## config.mk

```make
export PLATFORM = sky130hd
export DESIGN_NAME = fp_mul_pipe_flat
export DESIGN_NICKNAME = d
export VERILOG_FILES = /design/src/rtl/fp_pkg.sv /design/src/rtl/fp_mul_pipe_if.sv /design/src/rtl/fp_round_pack.sv /design/src/rtl/fp_mul_pipe.sv /design/src/flat_wrapper.sv
export SDC_FILE = /design/constraint.sdc
export NUM_CORES = 1
export LEC_CHECK = 0
export ABC_AREA = 1
export CORE_UTILIZATION = 50
export DETAILED_ROUTE_END_ITERATION = 8
export PLACE_DENSITY = 0.69
export SLEW_MARGIN = 0
export SYNTH_ARGS = -nofsm -noshare
export SYNTH_HDL_FRONTEND = slang
export SYNTH_SLANG_ARGS = --single-unit
export TNS_END_PERCENT = 5
```

## constraint.sdc

```tcl
create_clock -name clk_i -period 4.38 [get_ports clk_i]
set_input_delay 0.438 -clock clk_i [delete_from_list [all_inputs] [get_ports clk_i]]
set_output_delay 0.438 -clock clk_i [all_outputs]
set_load 0.02 [all_outputs]
```

## src/rtl/fp_pkg.sv

```systemverilog
// Shared floating-point definitions: operand classes, flag bit positions,
// and width-generic constant helpers used by the FP datapath blocks.
package fp_pkg;

  typedef enum logic [1:0] {
    FP_ZERO = 2'd0,
    FP_NORM = 2'd1,
    FP_INF  = 2'd2,
    FP_NAN  = 2'd3
  } fp_class_t;

  localparam int FLG_INV = 3;
  localparam int FLG_OVF = 2;
  localparam int FLG_UNF = 1;
  localparam int FLG_INX = 0;

  function automatic int fp_bias(input int exp_w);
    return (1 << (exp_w - 1)) - 1;
  endfunction

  // Canonical quiet NaN {0, all-ones, 1, zeros}, right-aligned in 64 bits.
  function automatic logic [63:0] fp_qnan(input int exp_w, input int man_w);
    logic [63:0] v;
    v = ((64'd1 << exp_w) - 64'd1) << man_w;
    v = v | (64'd1 << (man_w - 1));
    return v;
  endfunction

endpackage

```

## src/rtl/fp_mul_pipe_if.sv

```systemverilog
// Operand/result handshake bundle for the pipelined FP multiplier.
interface fp_mul_pipe_if #(
  parameter int EXP_W = 5,
  parameter int MAN_W = 10
);
  localparam int W = 1 + EXP_W + MAN_W;

  logic         in_valid_i;
  logic         in_ready_o;
  logic [W-1:0] opA_i;
  logic [W-1:0] opB_i;
  logic         out_valid_o;
  logic         out_ready_i;
  logic [W-1:0] MUL_o;
  logic [3:0]   flags_o;

  modport master (
    output in_valid_i, opA_i, opB_i, out_ready_i,
    input  in_ready_o, out_valid_o, MUL_o, flags_o
  );

  modport slave (
    input  in_valid_i, opA_i, opB_i, out_ready_i,
    output in_ready_o, out_valid_o, MUL_o, flags_o
  );
endinterface

```

## src/rtl/fp_round_pack.sv

```systemverilog
// Combinational round-to-nearest-even, exception priority and result packing.
// Takes a normalised significand (hidden bit stripped) and an unbiased-range exponent.
module fp_round_pack
  import fp_pkg::*;
#(
  parameter int EXP_W = 5,
  parameter int MAN_W = 10
) (
  input  logic                     sign_i,
  input  fp_class_t                cls_a_i,
  input  fp_class_t                cls_b_i,
  input  logic signed [EXP_W+1:0]  exp_i,
  input  logic [2*MAN_W:0]         sig_i,
  output logic [EXP_W+MAN_W:0]     result_o,
  output logic [3:0]               flags_o
);

  localparam logic [63:0]          QNAN_FULL = fp_qnan(EXP_W, MAN_W);
  localparam logic [EXP_W+MAN_W:0] QNAN      = QNAN_FULL[EXP_W+MAN_W:0];

  function automatic logic [MAN_W:0] rne(input logic [MAN_W-1:0] frac,
                                         input logic guard,
                                         input logic sticky);
    return {1'b0, frac} + {{MAN_W{1'b0}}, guard & (sticky | frac[0])};
  endfunction

  // Returns {overflow, underflow} for the post-rounding exponent.
  function automatic logic [1:0] exp_range(input logic signed [EXP_W+1:0] e);
    logic ovf;
    logic unf;
    ovf = (e >= $signed({2'b00, {EXP_W{1'b1}}}));
    unf = (e <= $signed({(EXP_W+2){1'b0}}));
    return {ovf, unf};
  endfunction

  logic [MAN_W-1:0]        frac_t;
  logic                    guard;
  logic                    sticky;
  logic [MAN_W:0]          rnd;
  logic                    carry;
  logic signed [EXP_W+1:0] exp_r;
  logic [MAN_W-1:0]        frac_r;
  logic                    ovf;
  logic                    unf;
  logic                    is_nan;
  logic                    is_inf;
  logic                    is_zero;

  always_comb begin
    frac_t   = sig_i[2*MAN_W:MAN_W+1];
    guard    = sig_i[MAN_W];
    sticky   = |sig_i[MAN_W-1:0];
    rnd      = rne(frac_t, guard, sticky);
    carry    = rnd[MAN_W];
    exp_r    = exp_i + $signed({{(EXP_W+1){1'b0}}, carry});
    frac_r   = carry ? '0 : rnd[MAN_W-1:0];
    {ovf, unf} = exp_range(exp_r);

    is_nan  = (cls_a_i == FP_NAN) || (cls_b_i == FP_NAN) ||
              ((cls_a_i == FP_INF) && (cls_b_i == FP_ZERO)) ||
              ((cls_a_i == FP_ZERO) && (cls_b_i == FP_INF));
    is_inf  = (cls_a_i == FP_INF) || (cls_b_i == FP_INF);
    is_zero = (cls_a_i == FP_ZERO) || (cls_b_i == FP_ZERO);

    result_o = '0;
    flags_o  = '0;
    if (is_nan) begin
      result_o         = QNAN;
      flags_o[FLG_INV] = 1'b1;
    end else if (is_inf) begin
      result_o = {sign_i, {EXP_W{1'b1}}, {MAN_W{1'b0}}};
    end else if (is_zero) begin
      result_o = {sign_i, {(EXP_W+MAN_W){1'b0}}};
    end else if (ovf) begin
      result_o         = {sign_i, {EXP_W{1'b1}}, {MAN_W{1'b0}}};
      flags_o[FLG_OVF] = 1'b1;
      flags_o[FLG_INX] = 1'b1;
    end else if (unf) begin
      result_o         = {sign_i, {(EXP_W+MAN_W){1'b0}}};
      flags_o[FLG_UNF] = 1'b1;
      flags_o[FLG_INX] = 1'b1;
    end else begin
      result_o         = {sign_i, exp_r[EXP_W-1:0], frac_r};
      flags_o[FLG_INX] = guard | sticky;
    end
  end

endmodule

```

## src/rtl/fp_mul_pipe.sv

```systemverilog
// Three-stage pipelined binary FP multiplier with a global-stall valid/ready
// handshake: S1 unpack/classify/multiply, S2 normalise, S3 round/pack.
module fp_mul_pipe
  import fp_pkg::*;
#(
  parameter int EXP_W = 5,
  parameter int MAN_W = 10
) (
  input  logic         clk_i,
  input  logic         rst_i,
  fp_mul_pipe_if.slave bus
);

  localparam int W    = 1 + EXP_W + MAN_W;
  localparam int PW   = 2 * MAN_W + 2;
  localparam int EW   = EXP_W + 2;
  localparam int BIAS = fp_bias(EXP_W);
  localparam logic signed [EW-1:0] BIAS_S = BIAS[EW-1:0];
  localparam logic signed [EW-1:0] ONE_S  = {{(EW-1){1'b0}}, 1'b1};

  function automatic fp_class_t classify(input logic [EXP_W-1:0] e,
                                         input logic [MAN_W-1:0] f);
    if (e == '0) return FP_ZERO;
    if (&e)      return (f == '0) ? FP_INF : FP_NAN;
    return FP_NORM;
  endfunction

  logic advance;
  assign advance       = !bus.out_valid_o || bus.out_ready_i;
  assign bus.in_ready_o = advance;

  logic             sign_a, sign_b;
  logic [EXP_W-1:0] exp_a, exp_b;
  logic [MAN_W-1:0] frac_a, frac_b;
  assign {sign_a, exp_a, frac_a} = bus.opA_i;
  assign {sign_b, exp_b, frac_b} = bus.opB_i;

  logic [PW-1:0]         prod_s1;
  logic signed [EW-1:0]  exp_s1;
  assign prod_s1 = PW'({1'b1, frac_a}) * PW'({1'b1, frac_b});
  assign exp_s1  = $signed({2'b00, exp_a}) + $signed({2'b00, exp_b}) - BIAS_S;

  // ---- S1 -> S2 boundary: classified operands and raw significand product
  logic                 vld_p0;
  logic                 sign_p0;
  fp_class_t            cls_a_p0, cls_b_p0;
  logic signed [EW-1:0] exp_p0;
  logic [PW-1:0]        prod_p0;

  always_ff @(posedge clk_i or posedge rst_i) begin
    if (rst_i)        vld_p0 <= 1'b0;
    else if (advance) vld_p0 <= bus.in_valid_i;
  end

  always_ff @(posedge clk_i) begin
    if (advance) begin
      sign_p0  <= sign_a ^ sign_b;
      cls_a_p0 <= classify(exp_a, frac_a);
      cls_b_p0 <= classify(exp_b, frac_b);
      exp_p0   <= exp_s1;
      prod_p0  <= prod_s1;
    end
  end

  // Product lies in [1,4): either take the top bit as the hidden one and bump
  // the exponent, or shift left so the hidden one lands in the same place.
  logic [PW-2:0]        sig_s2;
  logic signed [EW-1:0] exp_s2;
  always_comb begin
    if (prod_p0[PW-1]) begin
      sig_s2 = prod_p0[PW-2:0];
      exp_s2 = exp_p0 + ONE_S;
    end else begin
      sig_s2 = {prod_p0[PW-3:0], 1'b0};
      exp_s2 = exp_p0;
    end
  end

  // ---- S2 -> S3 boundary: normalised significand without hidden bit
  logic                 vld_p1;
  logic                 sign_p1;
  fp_class_t            cls_a_p1, cls_b_p1;
  logic signed [EW-1:0] exp_p1;
  logic [PW-2:0]        sig_p1;

  always_ff @(posedge clk_i or posedge rst_i) begin
    if (rst_i)        vld_p1 <= 1'b0;
    else if (advance) vld_p1 <= vld_p0;
  end

  always_ff @(posedge clk_i) begin
    if (advance) begin
      sign_p1  <= sign_p0;
      cls_a_p1 <= cls_a_p0;
      cls_b_p1 <= cls_b_p0;
      exp_p1   <= exp_s2;
      sig_p1   <= sig_s2;
    end
  end

  logic [W-1:0] res_s3;
  logic [3:0]   flg_s3;

  fp_round_pack #(
    .EXP_W (EXP_W),
    .MAN_W (MAN_W)
  ) u_round_pack (
    .sign_i   (sign_p1),
    .cls_a_i  (cls_a_p1),
    .cls_b_i  (cls_b_p1),
    .exp_i    (exp_p1),
    .sig_i    (sig_p1),
    .result_o (res_s3),
    .flags_o  (flg_s3)
  );

  // ---- S3 output register: result and flags are cleared on reset
  always_ff @(posedge clk_i or posedge rst_i) begin
    if (rst_i) begin
      bus.out_valid_o <= 1'b0;
      bus.MUL_o       <= '0;
      bus.flags_o     <= '0;
    end else if (advance) begin
      bus.out_valid_o <= vld_p1;
      bus.MUL_o       <= res_s3;
      bus.flags_o     <= flg_s3;
    end
  end

endmodule

```

## src/flat_wrapper.sv

```systemverilog
// flat-port wrapper written by rule: the top's interface ports become plain ports
module fp_mul_pipe_flat import fp_pkg::*;
#(
  parameter int EXP_W = 5,
  parameter int MAN_W = 10
)
  (clk_i, rst_i, bus_in_valid_i, bus_opA_i, bus_opB_i, bus_out_ready_i, bus_in_ready_o, bus_out_valid_o, bus_MUL_o, bus_flags_o);
  fp_mul_pipe_if #(.EXP_W(EXP_W), .MAN_W(MAN_W)) bus_i ();
  input  logic clk_i;
  input  logic rst_i;
  input wire logic [$bits(bus_i.in_valid_i)-1:0] bus_in_valid_i;
  input wire logic [$bits(bus_i.opA_i)-1:0] bus_opA_i;
  input wire logic [$bits(bus_i.opB_i)-1:0] bus_opB_i;
  input wire logic [$bits(bus_i.out_ready_i)-1:0] bus_out_ready_i;
  output wire logic [$bits(bus_i.in_ready_o)-1:0] bus_in_ready_o;
  output wire logic [$bits(bus_i.out_valid_o)-1:0] bus_out_valid_o;
  output wire logic [$bits(bus_i.MUL_o)-1:0] bus_MUL_o;
  output wire logic [$bits(bus_i.flags_o)-1:0] bus_flags_o;
  assign bus_i.in_valid_i = bus_in_valid_i;
  assign bus_i.opA_i = bus_opA_i;
  assign bus_i.opB_i = bus_opB_i;
  assign bus_i.out_ready_i = bus_out_ready_i;
  assign bus_in_ready_o = bus_i.in_ready_o;
  assign bus_out_valid_o = bus_i.out_valid_o;
  assign bus_MUL_o = bus_i.MUL_o;
  assign bus_flags_o = bus_i.flags_o;
  fp_mul_pipe #(.EXP_W(EXP_W), .MAN_W(MAN_W)) u_core (.clk_i(clk_i), .rst_i(rst_i), .bus(bus_i));
endmodule
```

Word-level counts from Yosys, hierarchy flattened --
Cells that the tools add are included.
Storage, ports and cells: output and inout port bits 22, word-level logic and storage cells 87, flip-flop bits (word level) 90
Operators by class: multiplexer cells 37, $mul 1, magnitude comparators 2, reductions and logical operators 18, eq/ne operators 4, bitwise gates (word level) 4, add/sub/neg operators 5
Operators by type and width (count):
- 15-bit two-way mux | 4
- 11-bit by 11-bit multiplier with 22-bit output | 1
- 21-bit two-way mux | 1
- 10-bit zero test | 2
- 1-bit two-way mux | 18
- 16-bit two-way mux | 1
- 2-bit two-way mux | 8
- 10-bit by 1-bit adder with 11-bit output | 1
- 5-bit zero test | 2
- 10-bit two-way mux | 1
- 5-bit AND reduction | 2
- 10-bit OR reduction | 1
- 3-bit two-way mux | 3
- 2-bit == test, second input constant | 4
- 7-bit by 2-bit adder with 7-bit output | 1
- 7-bit by 2-bit adder with 7-bit output, second input constant | 1
- 7-bit by 6-bit greater-or-equal comparator with 1-bit output, second input constant | 1
- 7-bit by 1-bit less-or-equal comparator with 1-bit output, second input constant | 1
- 7-bit two-way mux | 1
- 7-bit by 5-bit subtractor with 7-bit output, second input constant | 1
- 5-bit by 5-bit adder with 6-bit output | 1
- 1-bit logical OR | 6
- 2-bit zero test | 2
- 1-bit logical AND | 2
- 4 further kinds | 5

Logic depth before layout (Yosys ltp) --
depth in word-level cells 11, mapped depth 22, mapped depth without buffers 22

Hierarchy --
A second synthesis with hierarchy kept.
Unflattened totals: cells, all modules 1001, area, all modules 8582.0 um2
By module, submodules not included:
- fp_mul_pipe | seq. area each 2587.5 um2, cells an instance 849, area each 7759.9 um2, instances 1
- fp_round_pack | seq. area each 0.0 um2, cells an instance 152, area each 822.0 um2, instances 1

Worst setup path before layout --
Ideal clock, no wire load.
path type input to register, start point input port bus_opA_i[5], end point register u_core.prod_p0[12], data pin, path slack -0.462 ns, arrival time 4.582 ns, stages on the path 19, library setup time 0.260 ns, path through clkbuf_1 nand2_1 fa_1 inv_1 fa_1 inv_1 fa_1 inv_1 fa_1 inv_1 fa_1 inv_1 ha_1 a21o_1 a31oi_1 nand2_1 nand2_1 nand2_1 xor2_1
On the way: word-level cells in the longest chain between the ends 1
RTL lines:
- start, declared | RTL line flat_wrapper.sv:12 | input wire logic [$bits(bus_i.opA_i)-1:0] bus_opA_i;
- 11-bit by 11-bit multiplier with 22-bit output | RTL line fp_mul_pipe.sv:40 | assign prod_s1 = PW'({1'b1, frac_a}) * PW'({1'b1, frac_b});
- named net u_core.prod_s1[12] | RTL line fp_mul_pipe.sv:38 | logic [PW-1:0] prod_s1;
- end signal, assigned | RTL line fp_mul_pipe.sv:61 | prod_p0 <= prod_s1;
- end, declared | RTL line fp_mul_pipe.sv:48 | logic [PW-1:0] prod_p0;
The timed path passes the listed nets, and every way through them passes these cells. A chain may end at the register's enable or synchronous reset.

Worst setup path after layout --
start point input port bus_opB_i[7], end point register u_core.prod_p0[12], data pin
On the way: word-level cells in the longest chain between the ends 1
RTL lines:
- start, declared | RTL line flat_wrapper.sv:13 | input wire logic [$bits(bus_i.opB_i)-1:0] bus_opB_i;
- 11-bit by 11-bit multiplier with 22-bit output | RTL line fp_mul_pipe.sv:40
- named net u_core.prod_s1[12] | RTL line fp_mul_pipe.sv:38
The timed path passes the listed nets, and every way through them passes these cells.

==> results.md <==
- Status: finished with violations
- Violations in the final reports: setup timing
- Sequential share of power: between 20 and 25%
- Utilization after layout: between 60% and 70%
- Family with the most delay on the worst path: adder cells
- First-pass GRT wire length: 29.17 mm
- Power per Cell Area: 745.9 nW/um^2
- Final worst slack: -0.04111 ns
- CTS Hold Bufs: 0
- Crit path time final: approximately 4.4 ns
- Port-buffer cells: between 50 and 60
- Rel. slew slack: approximately 22%
- Net Sw Frac: 42.78%
- Design Power: around 8.0 mW
- Remaining DRCs: 0
- Yosys reg bits: 90
- Crit path depth: 21
- Setup crit end kind: flip-flop
- Worst Path Arrival: ~4.5 ns
- Share of synthesized registers carrying an async set or reset: around a quarter
- Clk pin slew, worst setup/hold paths: 0.06 ns
- Kind of critical path: in -> reg
- Final Cycle Share: 100.9%
- Max-cap violations: 0
- Worst-Margin Slew: roughly 1.2 ns
- Post-Synth XOR/XNOR Area: ~3.6%
- Grt total ovfl: 0
- Die area: 17,300 um^2
- Crit path to: u_core.prod_p0[12]$_DFFE_PP_
- Setup-violating endpoint count in the final report: 3
- Post-Synth Simple-Gate Area: 18.06%
- Largest area contributor in the netlist: edfxtp_1
- Diodes inserted: 0
- CTS root buffer: clkbuf_16
- Cell-by-cell trace of the critical path: buf_2 > buf_4 > buf_4 > nand2_1 > fa_2 > inv_2 > fa_1 > inv_2 > fa_1 > inv_2 > fa_1 > inv_1 > fa_1 > inv_2 > ha_4 > a21o_1 > a31oi_1 > nand2_2 > nand2_2 > nand2_2 > xor2_1
- Final Skew: between 0.003 and 0.004 ns
- Max stage delay on crit path: 0.55 ns
- Max Slew Vio Count: 0
- Initial DRT Pass Iterations: 4
- FF-to-FF Start: u_core.sig_p1[3]$_DFFE_PP_
- Unrepaired setup endpoints after global routing: true
- Reg2reg end: u_core.bus.MUL_o[4]$_DFFE_PP0P_
- Net Count, Synth: 1,164
- Seq/Total Area, Yosys: roughly 30%
- Post-synth top cells: inv_1, nand2_1, fa_1
- H-tree Lvls: 3
- Tot GR Track Use: 20.98%
- Syn avg cell area: between 8 and 9 um^2
- Internal Power: 4.590 mW
- Peak VDD IR: approximately 0.00042 V
- Area contributors post-synth: edfxtp_1, fa_1, inv_1
- Final Hold Viols: 0
- Initial antenna violation count: 0
- Dpl hpwl: ~14 mm
- Post-synth EDFFs: 67
- Fin nets: between 1k and 1.5k
- Gpl congestion: between 0.8 and 0.9
- Clk buf depth: 2
- Synthesis warning total: 0
- CTS tree: built
- Io pins: 58
- Via/cell ratio: approximately 4.9
- Worst reg-to-reg path cell count: 20
- Slowest stage cell, crit path: fa_1
- Most frequent cell after synthesis: inv_1
- Synth top area share: a little under a quarter
- Startpoint Class: primary input
- Area of the core: around 16,000 um^2
- Adder-cell share of the synthesized area: between 20% and 30%
- R2R Setup Slk: 1.08 ns
- WP data required: about 4.5 ns
- WL final: 17.57 mm
- # clock sinks: 90
- Vias: 6,590
- Initial core utilization: a little over half
- Row cnt: 46
- Synth Instances: approximately 980
- P_sw: 3.431 mW
- Synth Flop Type: edfxtp_1
- Leak pwr: roughly 5.5 nW
- Portion of netlist area occupied by mux cells: 0%
- Buf/Inv on CP: 8
- DRT iter0 DRCs: between 200 and 250
- HP Class: reg -> reg
- Post-route ant nets: 0
- Area Growth Syn to Fin: 28.17%
- Routed wire length per instance: between 10 and 15 um
- Synth Area in Compound Gates: approximately 5.8%
- Layout cell share with drive strength beyond 1: a little under a quarter
- Worst setup startpoint: bus_opB_i[7]
- Mapped cell area: 8389 um^2
- Yosys cell types: 40
- Largest family of logic cells by synthesized area: adder cells
- Clock power frac: under 10%
- Logic pwr share: between 60% and 70%
- Maximum clock frequency: 226.2 MHz
- CTS buffer count: 9
- Chip height: between 100 and 150 um
- Crit path max fanout: 5
- Worst skew pair latency: around 0.33 ns
- Fillers: roughly 1.3k
- Die W: between 100 and 150 um
- Vias in the first global route: between 6k and 7k
- Pin count of the biggest net entering global routing: a little under 70
==> area by class of cell <==
type	instances	area, um^2	area share [%]
clock buffer	10	229.0	2.129
clock inverter	6	75.07	0.6982
inverter	235	882.1	8.203
multi-input combinational	624	5235	48.69
sequential	90	2587	24.06
tap	216	270.3	2.513
timing repair buffer	175	1474	13.71
==> sequential cells by signal, indices dropped and copies added, names as in the netlist, 2 cells and up <==
name / cells
u_core.exp_p0: 7
u_core.cls_a_p1: 2
u_core.cls_b_p1: 2
u_core.cls_a_p0: 2
u_core.sig_p1: 21
u_core.bus.flags_o: 4
u_core.exp_p1: 7
u_core.cls_b_p0: 2
u_core.bus.MUL_o: 16
u_core.prod_p0: 22
==> cells by family (layout without fill, tap and decap cells) <==
logic type / after synthesis / in the layout
adder cells (fa/ha/maj): 151 / 151
XOR/XNOR: 34 / 34
AND/OR/NAND/NOR: 354 / 354
buffers and inverters: 263 / 426
AO/OA/AOI/OAI: 85 / 85
flip-flops: 90 / 90
==> metal layers <==
metal | share of wire [%] | wire [um] | track usage (%) | vias up
li1 | - | - | - | 3322
met1 | 42 | 7456 | 25.67 | 3103
met2 | 52 | 9168 | 37.65 | 133
met3 | 2.7 | 481 | 2.739 | 32
met4 | 2.6 | 459 | 7.558 | 0
met5 | 0 | 0 | 0 | -
==> stage by stage <==
step | instance area [um^2] | hold WS [ns] | worst slack (ns) | instances | setup TNS (ns)
after global placement | 9947 | 0.4021 | -0.8637 | 1320 | -11.49
after detailed placement | 9947 | 0.4080 | -0.9825 | 1320 | -12.55
after global routing | 10750 | 0.4237 | -0.1240 | 1356 | -0.8438
after floorplan | 8617 | 0.4003 | -0.04644 | 977 | -0.1065
after CTS | 10460 | 0.4228 | -0.08416 | 1348 | -0.2931
final | 10750 | 0.4217 | -0.04111 | 1356 | -0.08304
==> how the worst min path moves through the flow <==
stage / from / end / slack, ns / cells past startpoint
3_5_place_dp: u_core.cls_a_p0[0]$_SDFFCE_PP0P_ / u_core.cls_a_p1[0]$_DFFE_PP_ / 0.41 / 0
3_3_place_gp: u_core.sign_p0$_DFFE_PP_ / u_core.sign_p1$_DFFE_PP_ / 0.40 / 0
4_1_cts: u_core.cls_a_p0[0]$_SDFFCE_PP0P_ / u_core.cls_a_p1[0]$_DFFE_PP_ / 0.42 / 0
2_1_floorplan: u_core.cls_a_p0[0]$_SDFFCE_PP0P_ / u_core.cls_a_p1[0]$_DFFE_PP_ / 0.40 / 0
6_report: u_core.cls_a_p0[0]$_SDFFCE_PP0P_ / u_core.cls_a_p1[0]$_DFFE_PP_ / 0.42 / 0
5_1_grt: u_core.cls_a_p0[0]$_SDFFCE_PP0P_ / u_core.cls_a_p1[0]$_DFFE_PP_ / 0.42 / 0
==> timing repair <==
action | 4_1_cts | 5_1_grt
endpoints found under the setup margin | 15 | 12
resized for setup | 96 | 99
cloned | 2 | 0
buffers inserted | 10 | 10
pin swaps | 32 | 61
==> power groups by stage <==
stage / Sequential [mW] / Clock [mW] / Combinational (mW)
floorplan: 1.75 / 0 / 2.92
global placement: 1.73 / 0 / 4.61
detailed placement: 1.75 / 0 / 4.64
CTS: 1.73 / 0.786 / 4.91
global route: 1.78 / 0.823 / 6.18
finish: 1.73 / 0.767 / 5.52
==> placed cells by master (no fill, tap or decap), types with 3 or more instances in the layout <==
cell type	instances
dfrtp_1	23
nor4_1	5
o21ai_1	5
buf_6	12
xnor2_1	12
o21ai_0	20
buf_4	110
clkdlybuf4s50_1	39
buf_2	5
nor2_2	11
fa_2	5
nand2_2	26
inv_1	217
o21bai_1	3
ha_1	55
nand3_2	5
ha_4	13
inv_2	18
a21oi_4	4
nor2_4	3
nand4_1	11
nor3_1	5
edfxtp_1	67
nand3_1	29
nand2_1	207
nand2_4	5
nor2_1	36
clkbuf_16	9
a21oi_1	20
fa_1	76
a21oi_2	8
xor2_1	21
nand3b_1	4
clkbuf_2	4
o21ai_2	14
No activity file was read; power rests on OpenSTA's default activity.
